### src/rtl/ioc_pkg.sv
// ioc_pkg: shared FSM states and command-byte field positions for the IOC register bus
package ioc_pkg;
   typedef enum logic [2:0] {IDLE, CMD, WDATA, FETCH, CAPTURE, RESP, DONE} ioc_state_e;
   localparam int CMD_DIR_BIT = 7;
   localparam int CMD_MOD_MSB = 6;
   localparam int CMD_MOD_LSB = 5;
   localparam int CMD_IOC_W   = 5;
   localparam logic DIR_WRITE = 1'b1;
endpackage

### src/rtl/ioc_rd_mux.sv
// ioc_rd_mux: picks the addressed module's read bus and registers the captured byte
module ioc_rd_mux #(
   parameter int NUM_MODULES = 4
) (
   input  logic                       i_sys_clk,
   input  logic                       i_rst_b,
   input  logic                       capture,
   input  logic [1:0]                 sel,
   input  logic [8*NUM_MODULES-1:0]   data_in,
   output logic [7:0]                 q
);
   logic [7:0] pick;
   // select the addressed module's byte; unused indices read as zero
   always_comb begin
      pick = '0;
      for (int k = 0; k < NUM_MODULES; k++)
         if (sel == 2'(k)) pick = data_in[8*k +: 8];
   end
   // hold the captured read byte until the next capture
   always_ff @(posedge i_sys_clk or negedge i_rst_b)
      if (!i_rst_b) q <= '0;
      else if (capture) q <= pick;
endmodule

### src/rtl/ioc_cmd_initiator.sv
// ioc_cmd_initiator: turns SPI host bytes into IOC module strobes; IOC_AUTO_INC_EN enables burst auto-increment
module ioc_cmd_initiator
   import ioc_pkg::*;
#(
   parameter int NUM_MODULES = 4
) (
   input  logic                       i_sys_clk,
   input  logic                       i_rst_b,
   input  logic                       i_frame_start,
   input  logic                       i_frame_end,
   input  logic [7:0]                 i_rx_byte,
   input  logic                       i_rx_valid,
   output logic [7:0]                 o_tx_byte,
   output logic                       o_tx_valid,
   output logic [4:0]                 o_ioc,
   output logic [7:0]                 o_data_out,
   output logic [NUM_MODULES-1:0]     o_cs,
   output logic                       o_fetch_cmd,
   output logic                       o_load_cmd,
   input  logic [8*NUM_MODULES-1:0]   i_data_in,
   output logic                       o_busy,
   output logic                       o_frame_err
);
   ioc_state_e state, state_n;
   logic [1:0] mod, mod_n;
   logic inc, inc_n;
   logic [4:0] ioc_n;
   logic [7:0] data_n;
   logic [NUM_MODULES-1:0] cs_n;
   logic fetch_n, load_n, txv_n, err_n, cap;
   logic [1:0] rx_mod;
   assign rx_mod = i_rx_byte[CMD_MOD_MSB:CMD_MOD_LSB];
   // state register
   always_ff @(posedge i_sys_clk or negedge i_rst_b)
      if (!i_rst_b) state <= IDLE;
      else state <= state_n;
   // next state and next registered outputs; frame_end beats everything, then frame restart
   always_comb begin
      state_n = state;
      mod_n   = mod;
      inc_n   = inc;
      ioc_n   = o_ioc;
      data_n  = o_data_out;
      cs_n    = '0;
      fetch_n = 1'b0;
      load_n  = 1'b0;
      txv_n   = 1'b0;
      err_n   = 1'b0;
      cap     = 1'b0;
      if (i_frame_end) begin
         state_n = IDLE;
         err_n   = (state == WDATA) && !inc;
      end else if (i_frame_start) begin
         state_n = CMD;
         inc_n   = 1'b0;
      end else begin
         case (state)
            CMD:
               if (i_rx_valid) begin
                  ioc_n = i_rx_byte[CMD_IOC_W-1:0];
                  mod_n = rx_mod;
                  inc_n = 1'b0;
                  if ({1'b0, rx_mod} >= 3'(NUM_MODULES)) begin
                     err_n   = 1'b1;
                     state_n = DONE;
                  end else if (i_rx_byte[CMD_DIR_BIT] == DIR_WRITE) begin
                     state_n = WDATA;
                  end else begin
                     fetch_n = 1'b1;
                     cs_n    = NUM_MODULES'(1) << rx_mod;
                     state_n = FETCH;
                  end
               end
            WDATA:
               if (i_rx_valid) begin
                  data_n = i_rx_byte;
                  ioc_n  = o_ioc + {4'b0, inc};
                  load_n = 1'b1;
                  cs_n   = NUM_MODULES'(1) << mod;
`ifdef IOC_AUTO_INC_EN
                  inc_n   = 1'b1;
                  state_n = WDATA;
`else
                  state_n = DONE;
`endif
               end
            FETCH:
               state_n = CAPTURE;
            CAPTURE: begin
               cap     = 1'b1;
               txv_n   = 1'b1;
               state_n = RESP;
            end
            RESP:
`ifdef IOC_AUTO_INC_EN
               if (i_rx_valid) begin
                  ioc_n   = o_ioc + 5'd1;
                  fetch_n = 1'b1;
                  cs_n    = NUM_MODULES'(1) << mod;
                  state_n = FETCH;
               end
`else
               state_n = DONE;
`endif
            default: ;
         endcase
      end
   end
   // registered outputs and latched command fields
   always_ff @(posedge i_sys_clk or negedge i_rst_b)
      if (!i_rst_b) begin
         mod         <= '0;
         inc         <= 1'b0;
         o_ioc       <= '0;
         o_data_out  <= '0;
         o_cs        <= '0;
         o_fetch_cmd <= 1'b0;
         o_load_cmd  <= 1'b0;
         o_tx_valid  <= 1'b0;
         o_frame_err <= 1'b0;
         o_busy      <= 1'b0;
      end else begin
         mod         <= mod_n;
         inc         <= inc_n;
         o_ioc       <= ioc_n;
         o_data_out  <= data_n;
         o_cs        <= cs_n;
         o_fetch_cmd <= fetch_n;
         o_load_cmd  <= load_n;
         o_tx_valid  <= txv_n;
         o_frame_err <= err_n;
         o_busy      <= (state_n != IDLE);
      end
   ioc_rd_mux #(.NUM_MODULES(NUM_MODULES)) u_rd_mux (
      .i_sys_clk (i_sys_clk),
      .i_rst_b   (i_rst_b),
      .capture   (cap),
      .sel       (mod),
      .data_in   (i_data_in),
      .q         (o_tx_byte)
   );
endmodule
### config.mk
export PLATFORM = sky130hd
export DESIGN_NAME = ioc_cmd_initiator
export DESIGN_NICKNAME = d
export VERILOG_FILES = /design/src/rtl/ioc_pkg.sv /design/src/rtl/ioc_rd_mux.sv /design/src/rtl/ioc_cmd_initiator.sv
export SDC_FILE = /design/constraint.sdc
export NUM_CORES = 1
export LEC_CHECK = 0
export CAP_MARGIN = 20
export CORE_AREA = 2 2 85 87
export DETAILED_ROUTE_END_ITERATION = 8
export DIE_AREA = 0 0 87 89
export PLACE_DENSITY = 0.61
export SETUP_SLACK_MARGIN = 0.5
export SYNTH_ARGS = -nofsm -noshare
export SYNTH_HDL_FRONTEND = slang
export SYNTH_HIERARCHICAL = 1
export SYNTH_SLANG_ARGS = --single-unit
### constraint.sdc
create_clock -name i_sys_clk -period 2.45 [get_ports i_sys_clk]
set_clock_uncertainty 0.1 [all_clocks]
set_input_delay 0.3675 -clock i_sys_clk [delete_from_list [all_inputs] [get_ports i_sys_clk]]
set_output_delay 0.3675 -clock i_sys_clk [all_outputs]
set_load 0.03 [all_outputs]
==> results of run 1 <==
## state kept, by name (all words and copies together) (netlist names)
register     flops
o_frame_err      1
o_data_out       8
o_tx_valid       1
state            3
o_busy           1
o_load_cmd       1
o_ioc            5
o_fetch_cmd      1
u_rd_mux/q       8
o_cs             4
mod              2
## through the flow
step,setup WS [ns],instances,util
after detailed placement,0.1251,295,0.3847
after global routing,0.5077,305,0.4084
after CTS,0.5227,303,0.4050
final,0.5659,305,0.4084
after floorplan,0.5705,144,-
after global placement,0.1564,295,0.3847
## area by class of cell
| type | count | area [um2] |
|---|---|---|
| tap | 80 | 100.1 |
| clock inverter | 3 | 67.56 |
| timing repair buffer | 82 | 795.8 |
| multi-input combinational | 95 | 817.0 |
| inverter | 5 | 18.77 |
| clock buffer | 5 | 68.82 |
| sequential | 35 | 875.8 |
| fill | 630 | 3975 |
## kinds of logic (layout without fill, tap and decap cells)
logic type	count (synthesis)	count (layout)	share of synthesized area
buffers and inverters	14	95	0.06088
AO/OA/AOI/OAI	22	22	0.08888
flip-flops	35	35	0.4899
XOR/XNOR	1	1	0.004899
adder cells (fa/ha/maj)	1	1	0.006997
AND/OR/NAND/NOR	42	42	0.1498
multiplexers	29	29	0.1987
## how the worst max path moves through the flow
stage	cells after the start	endpoint	slack (ns)	from
2_1_floorplan	7	o_busy	0.57	state[1]
3_3_place_gp	4	o_data_out[2]	0.16	i_frame_end
3_5_place_dp	4	o_data_out[1]	0.13	i_frame_end
4_1_cts	6	o_busy	0.52	state[1]
5_1_grt	4	o_ioc[1]	0.51	i_rx_valid
6_report	4	o_ioc[4]	0.57	i_rx_valid
## per-layer routing
metal | share of wire | track usage
met3 | 0.067 | 0.03509
met4 | 0.016 | 0.04688
met1 | 0.45 | 0.1419
met5 | 0 | 0
met2 | 0.47 | 0.1895
## critical path, delay by kind of cell
| kind | cells | cell delay (ns) |
|---|---|---|
| buffers and inverters | 1 | 0.62 |
| muxes | 1 | 0.34 |
| and+or+nand+nor | 2 | 0.60 |
## Yosys cell counts
cell | number | area (um2)
nand2_1 | 4 | 15.01
nand2b_1 | 9 | 56.30
ha_1 | 1 | 12.51
a22o_1 | 1 | 8.760
a21oi_1 | 4 | 20.02
a31oi_1 | 2 | 12.51
o21bai_1 | 1 | 7.510
or3_1 | 3 | 18.77
nand3_1 | 1 | 5.000
a211oi_1 | 1 | 7.510
nor4_1 | 3 | 18.77
o21ai_0 | 3 | 15.01
and2_2 | 1 | 7.510
nor2_1 | 13 | 48.80
nand4bb_4 | 2 | 55.05
buf_1 | 1 | 3.750
o221ai_1 | 8 | 70.07
xnor2_1 | 1 | 8.760
nor4b_1 | 2 | 17.52
inv_1 | 5 | 18.77
mux2_4 | 13 | 195.2
nor2b_1 | 1 | 6.260
buf_2 | 2 | 10.01
a311oi_1 | 1 | 8.760
or2_0 | 1 | 6.260
dfrtp_1 | 35 | 875.8
mux2i_1 | 16 | 160.2
buf_6 | 5 | 56.30
a32oi_1 | 1 | 8.760
or2_1 | 2 | 12.51
buf_12 | 1 | 20.02
## where the power goes
part	switching [mW]	internal (mW)	leakage, nW
combinational	0.243	0.277	0.658
clock	0.202	0.406	0.0644
sequential	0.0496	0.641	0.469
total	0.495	1.32	1.19
## timing repair
item                       4_1_cts  5_1_grt
hold buffers                     0        0
setup buffers                    0        2
pin swaps                        0        1
resized for setup                3        5
setup endpoints to repair       16        9
==> results_dict.tcl, run 1 <==
set metrics [dict create \
    status "complete, no violations" \
    layout-drive-gt1-share 0.1778 \
    max_freq_mhz 530.8 \
    cts-root-buf "clkbuf_8" \
    clkLatencyLatePin_ns 0.28 \
    drc 0 \
    r2r_cells 4 \
    fin_crit_sh 0.7690 \
    r2r_start "state[1]" \
    finalHoldViolCount 0 \
    final_nets 270 \
    avgRoutedWirePerCell_um 13.96 \
    synth_nets 190 \
    dieWidth_um 87 \
    final_antenna_net_count 0 \
    die_area_um2 7743 \
    drtIter0Drc 46 \
    start_util 0.2661 \
    ir_drop_mv 0.2558 \
    tns_ns 0 \
    die_h_um 89 \
    hold_path.class "in -> async" \
    clk_pin_slew_ns 0.07 \
    wl_um 4258 \
    io_buffer_count 74 \
    worst_path_max_delay_cell "clkdlybuf4s50_1" \
    slew_headroom 0.4991 \
    syn_inst 144 \
    r2r_end "o_ioc[4]" \
    grt_max_degree 36 \
    via_count 1363 \
    max_stage_delay_ns 0.62 \
    fin_area_um2 2744 \
    cts_tree "yes" \
    layout_commonest_cell "clkdlybuf4s50_1" \
    startpoint_type "primary input" \
    grt_overflow 0 \
    diodes 0 \
    arrival_ns 1.95 \
    cts_sinks 35 \
    grt_pass1_vias 1416 \
    power.leakage_nw 1.191 \
    finalSetupViolations 0 \
    cp_max_fo 9 \
    drt_pass1_iterations 4 \
    period_minus_slack_ns 1.884 \
    viasPerCell 4.469 \
    end_kind "register" \
    drv_slew 0 \
    grt_use_total 0.1154 \
    r2r_setup_slack_ns 0.62 \
    grt_pass1_wl_um 6872 \
    crit_required_ns 2.51 \
    cts_buffer_depth 2 \
    yosysSeqAreaShare 0.4899 \
    h-tree-depth 2 \
    core-area_um2 6719 \
    final_cell_mix "clkdlybuf4s50_1 (73), dfrtp_1 (35), mux2i_1 (16)" \
    avgSynthCellArea_um2 12.42 \
    ys_seq_elements 35 \
    cp_cell_sequence "clkdlybuf4s50_1 > nand4bb_4 > or2_2 > mux2_4" \
    holdWs_ns 0.04824 \
    power_mw 1.817 \
    ys_warn_count 6 \
    io_pins 75 \
    syn_to_final_growth_pct 53.46 \
    rows 30 \
    gp_congestion 0.7201 \
    antenna_found_initial 0 \
    rsz0062_at_grt "no" \
    critPathKind "in -> reg" \
    syn_area_um2 1788 \
    ys_types 31 \
    cts-buffers-inserted 5 \
    powerDensity_nw_per_um2 662.4 \
    dp_hpwl_um 3179 \
    postPlaceCellArea_um2 2585 \
    drv_cap 0 \
    worst_pin_slew_ns 0.7514 \
]
(Power assumes the default switching activity.)
==> run 2: changes to the inputs <==
--- a/config.mk
+++ b/config.mk
@@ -9,7 +9,7 @@
 export CORE_AREA = 2 2 85 87
 export DETAILED_ROUTE_END_ITERATION = 8
 export DIE_AREA = 0 0 87 89
-export PLACE_DENSITY = 0.61
+export PLACE_DENSITY = 0.63
 export SETUP_SLACK_MARGIN = 0.5
 export SYNTH_ARGS = -nofsm -noshare
 export SYNTH_HDL_FRONTEND = slang
==> constraint.sdc (replaced) <==
create_clock -name i_sys_clk -period 1.7 [get_ports i_sys_clk]
set_clock_uncertainty 0.1 [all_clocks]
set_input_delay 0.255 -clock i_sys_clk [delete_from_list [all_inputs] [get_ports i_sys_clk]]
set_output_delay 0.255 -clock i_sys_clk [all_outputs]
set_load 0.03 [all_outputs]
==> run 2 against run 1 <==
The flow now finishes with violations (setup timing). Sequential share of layout area decreased by 5.7 points. Utilization increased by 9.0 points. Count of clock-buffer cells in the layout increased by 2. Largest power group unchanged. Highest routed layer unchanged.
==> results_dict.tcl, run 2 (same netlist as run 1, synthesis figures left out) <==
set metrics [dict create \
    holdWs_ns 0.3659 \
    period_minus_slack_ns 1.756 \
    h-tree-depth 2 \
    grt_max_degree 36 \
    via_count 1550 \
    rsz0062_at_grt "yes" \
    final_cell_mix "clkdlybuf4s50_1 (41), dfrtp_1 (33), buf_6 (33)" \
    syn_to_final_growth_pct 87.19 \
    io_buffer_count 74 \
    r2r_cells 5 \
    layout-drive-gt1-share 0.5344 \
    final_nets 307 \
    core-area_um2 6719 \
    end_kind "register" \
    violations "setup timing" \
    grt_use_total 0.1293 \
    finalSetupViolations 15 \
    drtIter0Drc 56 \
    worst_pin_slew_ns 0.4531 \
    drt_pass1_iterations 3 \
    fin_crit_sh 1.033 \
    wl_met1_um 2206 \
    cts_buffer_depth 2 \
    avgRoutedWirePerCell_um 15.67 \
    grt_pass1_wl_um 7555 \
    final_util 0.4981 \
    wl_um 5359 \
    clkLatencyLatePin_ns 0.28 \
    fin_ws_ns -0.05570 \
    ir_drop_mv 0.2720 \
    cts-buffers-inserted 5 \
    r2r_setup_slack_ns -0.06 \
    drc 0 \
    highest_layer "met4" \
    dr_wl_met3_um 291 \
    critPathKind "reg -> reg" \
    layout_commonest_cell "clkdlybuf4s50_1" \
    route.met2.wl_um 2776 \
    max_freq_mhz 569.6 \
    viasPerCell 4.532 \
    grt_overflow 0 \
    drv_slew 0 \
    hold_path.class "in -> reg" \
    start_util 0.2661 \
    clk_pin_slew_ns 0.07 \
    drv_cap 0 \
    crit_required_ns 1.77 \
    postPlaceCellArea_um2 2740 \
    fin_area_um2 3347 \
    dp_hpwl_um 3360 \
    dieWidth_um 87 \
    r2r_start "state[2]" \
    die_h_um 89 \
    grt_pass1_vias 1498 \
    n_fill_cell 599 \
    io_pins 75 \
    min_to "o_frame_err" \
    cp_max_fo 5 \
    final_antenna_net_count 0 \
    startpoint_type "register" \
    cts_tree "yes" \
    rows 30 \
    slew_headroom 0.6979 \
    worstHoldPathCells 4 \
    tns_ns -0.4250 \
    antenna_found_initial 0 \
    diodes 0 \
    status "finished, violations left" \
    gp_congestion 0.7661 \
    r2r_end "o_ioc[1]" \
    die_area_um2 7743 \
    finalHoldViolCount 0 \
    cts_sinks 35 \
    cts-root-buf "clkbuf_8" \
    power.leakage_nw 1.512 \
    power_mw 2.545 \
    min_from "i_frame_end" \
    arrival_ns 1.83 \
    powerDensity_nw_per_um2 760.3 \
    reg.largest.list "o_data_out x8, u_rd_mux/q x8, o_ioc x5" \
]
==> run 2: cell count changes in the layout (fill, tap and decap cells not counted), moves of 6 or more <==
cell             before  now
nor2_1               13    7
buf_6                 0   33
o221ai_1              8    0
clkdlybuf4s50_1      73   41
buf_4                 8   31
o221ai_2              0    8
==> run 2: cell type report <==
cell class	instances	area (um2)	area share
repair buffers	119	1197	0.3578
inverters	5	21.27	0.006355
multi-input cells	95	1069	0.3193
flip-flops and latches	35	878.3	0.2624
well taps	80	100.1	0.02991
clock inverters	1	5.005	0.001495
clock buffers	7	76.32	0.02280
==> run 2: how the worst max path moves through the flow <==
| stage | slack (ns) | start | end |
|---|---|---|---|
| 5_1_grt | -0.10 | state[2] | o_ioc[4] |
| 3_5_place_dp | -0.40 | i_frame_end | u_rd_mux/q[3] |
| 2_1_floorplan | 0.01 | state[1] | o_busy |
| 3_3_place_gp | -0.32 | i_frame_end | u_rd_mux/q[4] |
| 4_1_cts | -0.02 | state[2] | o_busy |
| 6_report | -0.06 | state[2] | o_ioc[1] |
==> run 2: through the flow <==
step / instances / setup WS (ns)
detailed placement: 307 / -0.3959
finish: 342 / -0.05570
CTS: 326 / -0.02110
floorplan: 144 / 0.01039
global placement: 307 / -0.3176
global route: 342 / -0.1040
==> run 2: timing repair <==
item                                    in CTS  in global routing
gates cloned                                 1                  2
hold endpoints to repair                    35                  0
buffers inserted                             9                 14
hold buffers                                 1                  0
pin swaps                                    8                 11
endpoints found under the setup margin      65                 60
resized for setup                          219                 46
==> run 2: per-layer routing <==
layer  GRT usage  up-vias
li1            -      756
met1      0.1576      744
met2      0.2151       45
met3     0.03324        5
met4     0.05966        0
met5           0        -
==> run 2: report_power, final <==
part | internal [mW] | total, mW | switching (mW)
Clock | 0.287 | 0.581 | 0.294
Combinational | 0.526 | 0.944 | 0.418
Sequential | 0.924 | 1.02 | 0.0958
Total | 1.74 | 2.54 | 0.808
==> run 2: critical path, stage by stage (launching register included) <==
cell	delay [ns]
dfrtp_2	0.46
buf_6	0.14
nand4bb_4	0.21
or2_4	0.29
buf_12	0.15
mux2_4	0.29
==> run 3: changes to the inputs <==
--- a/config.mk
+++ b/config.mk
@@ -9,7 +9,9 @@
 export CORE_AREA = 2 2 85 87
 export DETAILED_ROUTE_END_ITERATION = 8
 export DIE_AREA = 0 0 87 89
+export GPL_ROUTABILITY_DRIVEN = 0
 export PLACE_DENSITY = 0.63
+export RECOVER_POWER = 50
 export SETUP_SLACK_MARGIN = 0.5
 export SYNTH_ARGS = -nofsm -noshare
 export SYNTH_HDL_FRONTEND = slang
==> run 3 against run 2 <==
The flow still finishes with violations (setup timing). Hold slack better by 0.00062 ns. Via count stayed put. Die area stayed put. Worst setup slack improved by 0.00068 ns.
==> results_dict.tcl, run 3 (same netlist as run 1, synthesis figures left out) <==
set metrics [dict create \
    r2r_end "o_ioc[1]" \
    clkLatencyLatePin_ns 0.28 \
    arrival_ns 1.83 \
    crit_required_ns 1.77 \
    cp_max_fo 5 \
    io_buffer_count 74 \
    slew_headroom 0.4088 \
    cts_buffer_depth 2 \
    viasPerCell 4.532 \
    violations "setup timing" \
    worst_path_max_delay_cell "dfrtp_2" \
    syn_to_final_growth_pct 85.23 \
    fin_ws_ns -0.05502 \
    period_minus_slack_ns 1.755 \
    grt_pass1_wl_um 7555 \
    cts-buffers-inserted 5 \
    startpoint_type "register" \
    grt_overflow 0 \
    r2r_start "state[2]" \
    drtIter0Drc 56 \
    avgRoutedWirePerCell_um 15.69 \
    die_h_um 89 \
    diodes 0 \
    drc 0 \
    final_antenna_net_count 0 \
    endpoint "o_ioc[1]" \
    drv_cap 0 \
    status "finished, violations left" \
    critPathLaunch "state[2]" \
    layout-drive-gt1-share 0.5076 \
    end_kind "register" \
    n_fill_cell 603 \
    clk_pin_slew_ns 0.07 \
    core-area_um2 6719 \
    grt_pass1_vias 1498 \
    power.leakage_nw 1.479 \
    ir_drop_mv 0.2710 \
    via_count 1550 \
    layout_commonest_cell "clkdlybuf4s50_1" \
    die_area_um2 7743 \
    stdcell_count 342 \
    start_util 0.2661 \
    reg.largest.list "o_data_out x8, u_rd_mux/q x8, o_ioc x5" \
    dieWidth_um 87 \
    cp_cell_sequence "buf_6 > nand4bb_4 > or2_4 > buf_12 > mux2_4" \
    grt_max_degree 36 \
    max_freq_mhz 569.8 \
    path_depth 5 \
    grt_use_total 0.1293 \
    finalSetupViolations 13 \
    io_pins 75 \
    final_cell_mix "clkdlybuf4s50_1 (41), dfrtp_1 (33), buf_6 (30)" \
    r2r_setup_slack_ns -0.06 \
    fin_crit_sh 1.032 \
    final_nets 307 \
    critPathKind "reg -> reg" \
    post-place-ws_ns -0.3959 \
    rows 30 \
    antenna_found_initial 0 \
    r2r_cells 5 \
    crit_family "simple AND/OR/NAND/NOR gates" \
    cts-root-buf "clkbuf_8" \
    cts_tree "yes" \
    max_stage_delay_ns 0.46 \
    dp_hpwl_um 3360 \
    drt_pass1_iterations 4 \
    powerDensity_nw_per_um2 764.8 \
    cts_sinks 35 \
    cp.buffers_inverters 2 \
    finalHoldViolCount 0 \
    h-tree-depth 2 \
    rsz0062_at_grt "yes" \
    hold_path.class "in -> reg" \
    wl_um 5367 \
    worst_pin_slew_ns 0.8868 \
    drv_slew 0 \
    dp_cells 307 \
]
==> run 3: through the flow <==
step	cell area, um2	hold WS (ns)	util	TNS, ns	power, mW
6_report	3312	0.3665	0.4929	-0.4141	2.533
3_3_place_gp	2740	0.2172	0.4078	-6.348	1.804
3_5_place_dp	2740	0.2226	0.4078	-7.032	1.810
4_1_cts	3015	0.3499	0.4488	-0.1313	2.463
5_1_grt	3312	0.3934	0.4929	-1.143	2.660
2_1_floorplan	1828	-0.1406	-	0	1.473
==> run 3: repair_timing <==
| item | CTS | global route |
|---|---|---|
| setup endpoints to repair | 65 | 60 |
| hold buffers | 1 | 0 |
| buffers inserted | 9 | 14 |
| hold endpoints to repair | 35 | 0 |
| gates resized for setup | 219 | 46 |
| cloned | 1 | 2 |
| pin swaps | 8 | 11 |
==> run 3: final cells by class <==
cell class	instances	area [um2]	area share
clock buffers	7	76.32	0.02304
clock inverters	1	5.005	0.001511
well taps	80	100.1	0.03022
repair buffers	119	1162	0.3510
flip-flops and latches	35	878.3	0.2652
multi-input cells	95	1069	0.3226
inverters	5	21.27	0.006422
==> run 3: how the worst min path moves through the flow <==
stage / from / end / slack, ns / cells past startpoint
after floorplan: i_rst_b / mod[0] / -0.14 / 0
after global placement: i_rst_b / o_data_out[0] / 0.22 / 2
after detailed placement: i_rst_b / o_data_out[0] / 0.22 / 2
after CTS: i_frame_end / o_frame_err / 0.35 / 4
after global routing: i_frame_end / o_frame_err / 0.39 / 4
final: i_frame_end / o_frame_err / 0.37 / 4
==> run 3: metal layers <==
metal | part of all wire | up-vias | wire length, um | GRT usage
met3 | 0.052 | 5 | 281 | 0.03324
li1 | - | 756 | - | -
met1 | 0.42 | 744 | 2229 | 0.1576
met4 | 0.016 | 0 | 85 | 0.05966
met5 | 0 | - | 0 | 0
met2 | 0.52 | 45 | 2771 | 0.2151
==> run 3: worst reg2reg max path, cell delays in order (launching register included) <==
cell	delay, ns
dfrtp_2	0.46
buf_6	0.14
nand4bb_4	0.21
or2_4	0.29
buf_12	0.15
mux2_4	0.29
==> run 3: power by group <==
| group | switching (mW) | internal [mW] | leakage, nW |
|---|---|---|---|
| clock | 0.293 | 0.287 | 0.0422 |
| sequential | 0.0944 | 0.924 | 0.466 |
| combinational | 0.418 | 0.516 | 0.971 |
| total | 0.806 | 1.73 | 1.48 |
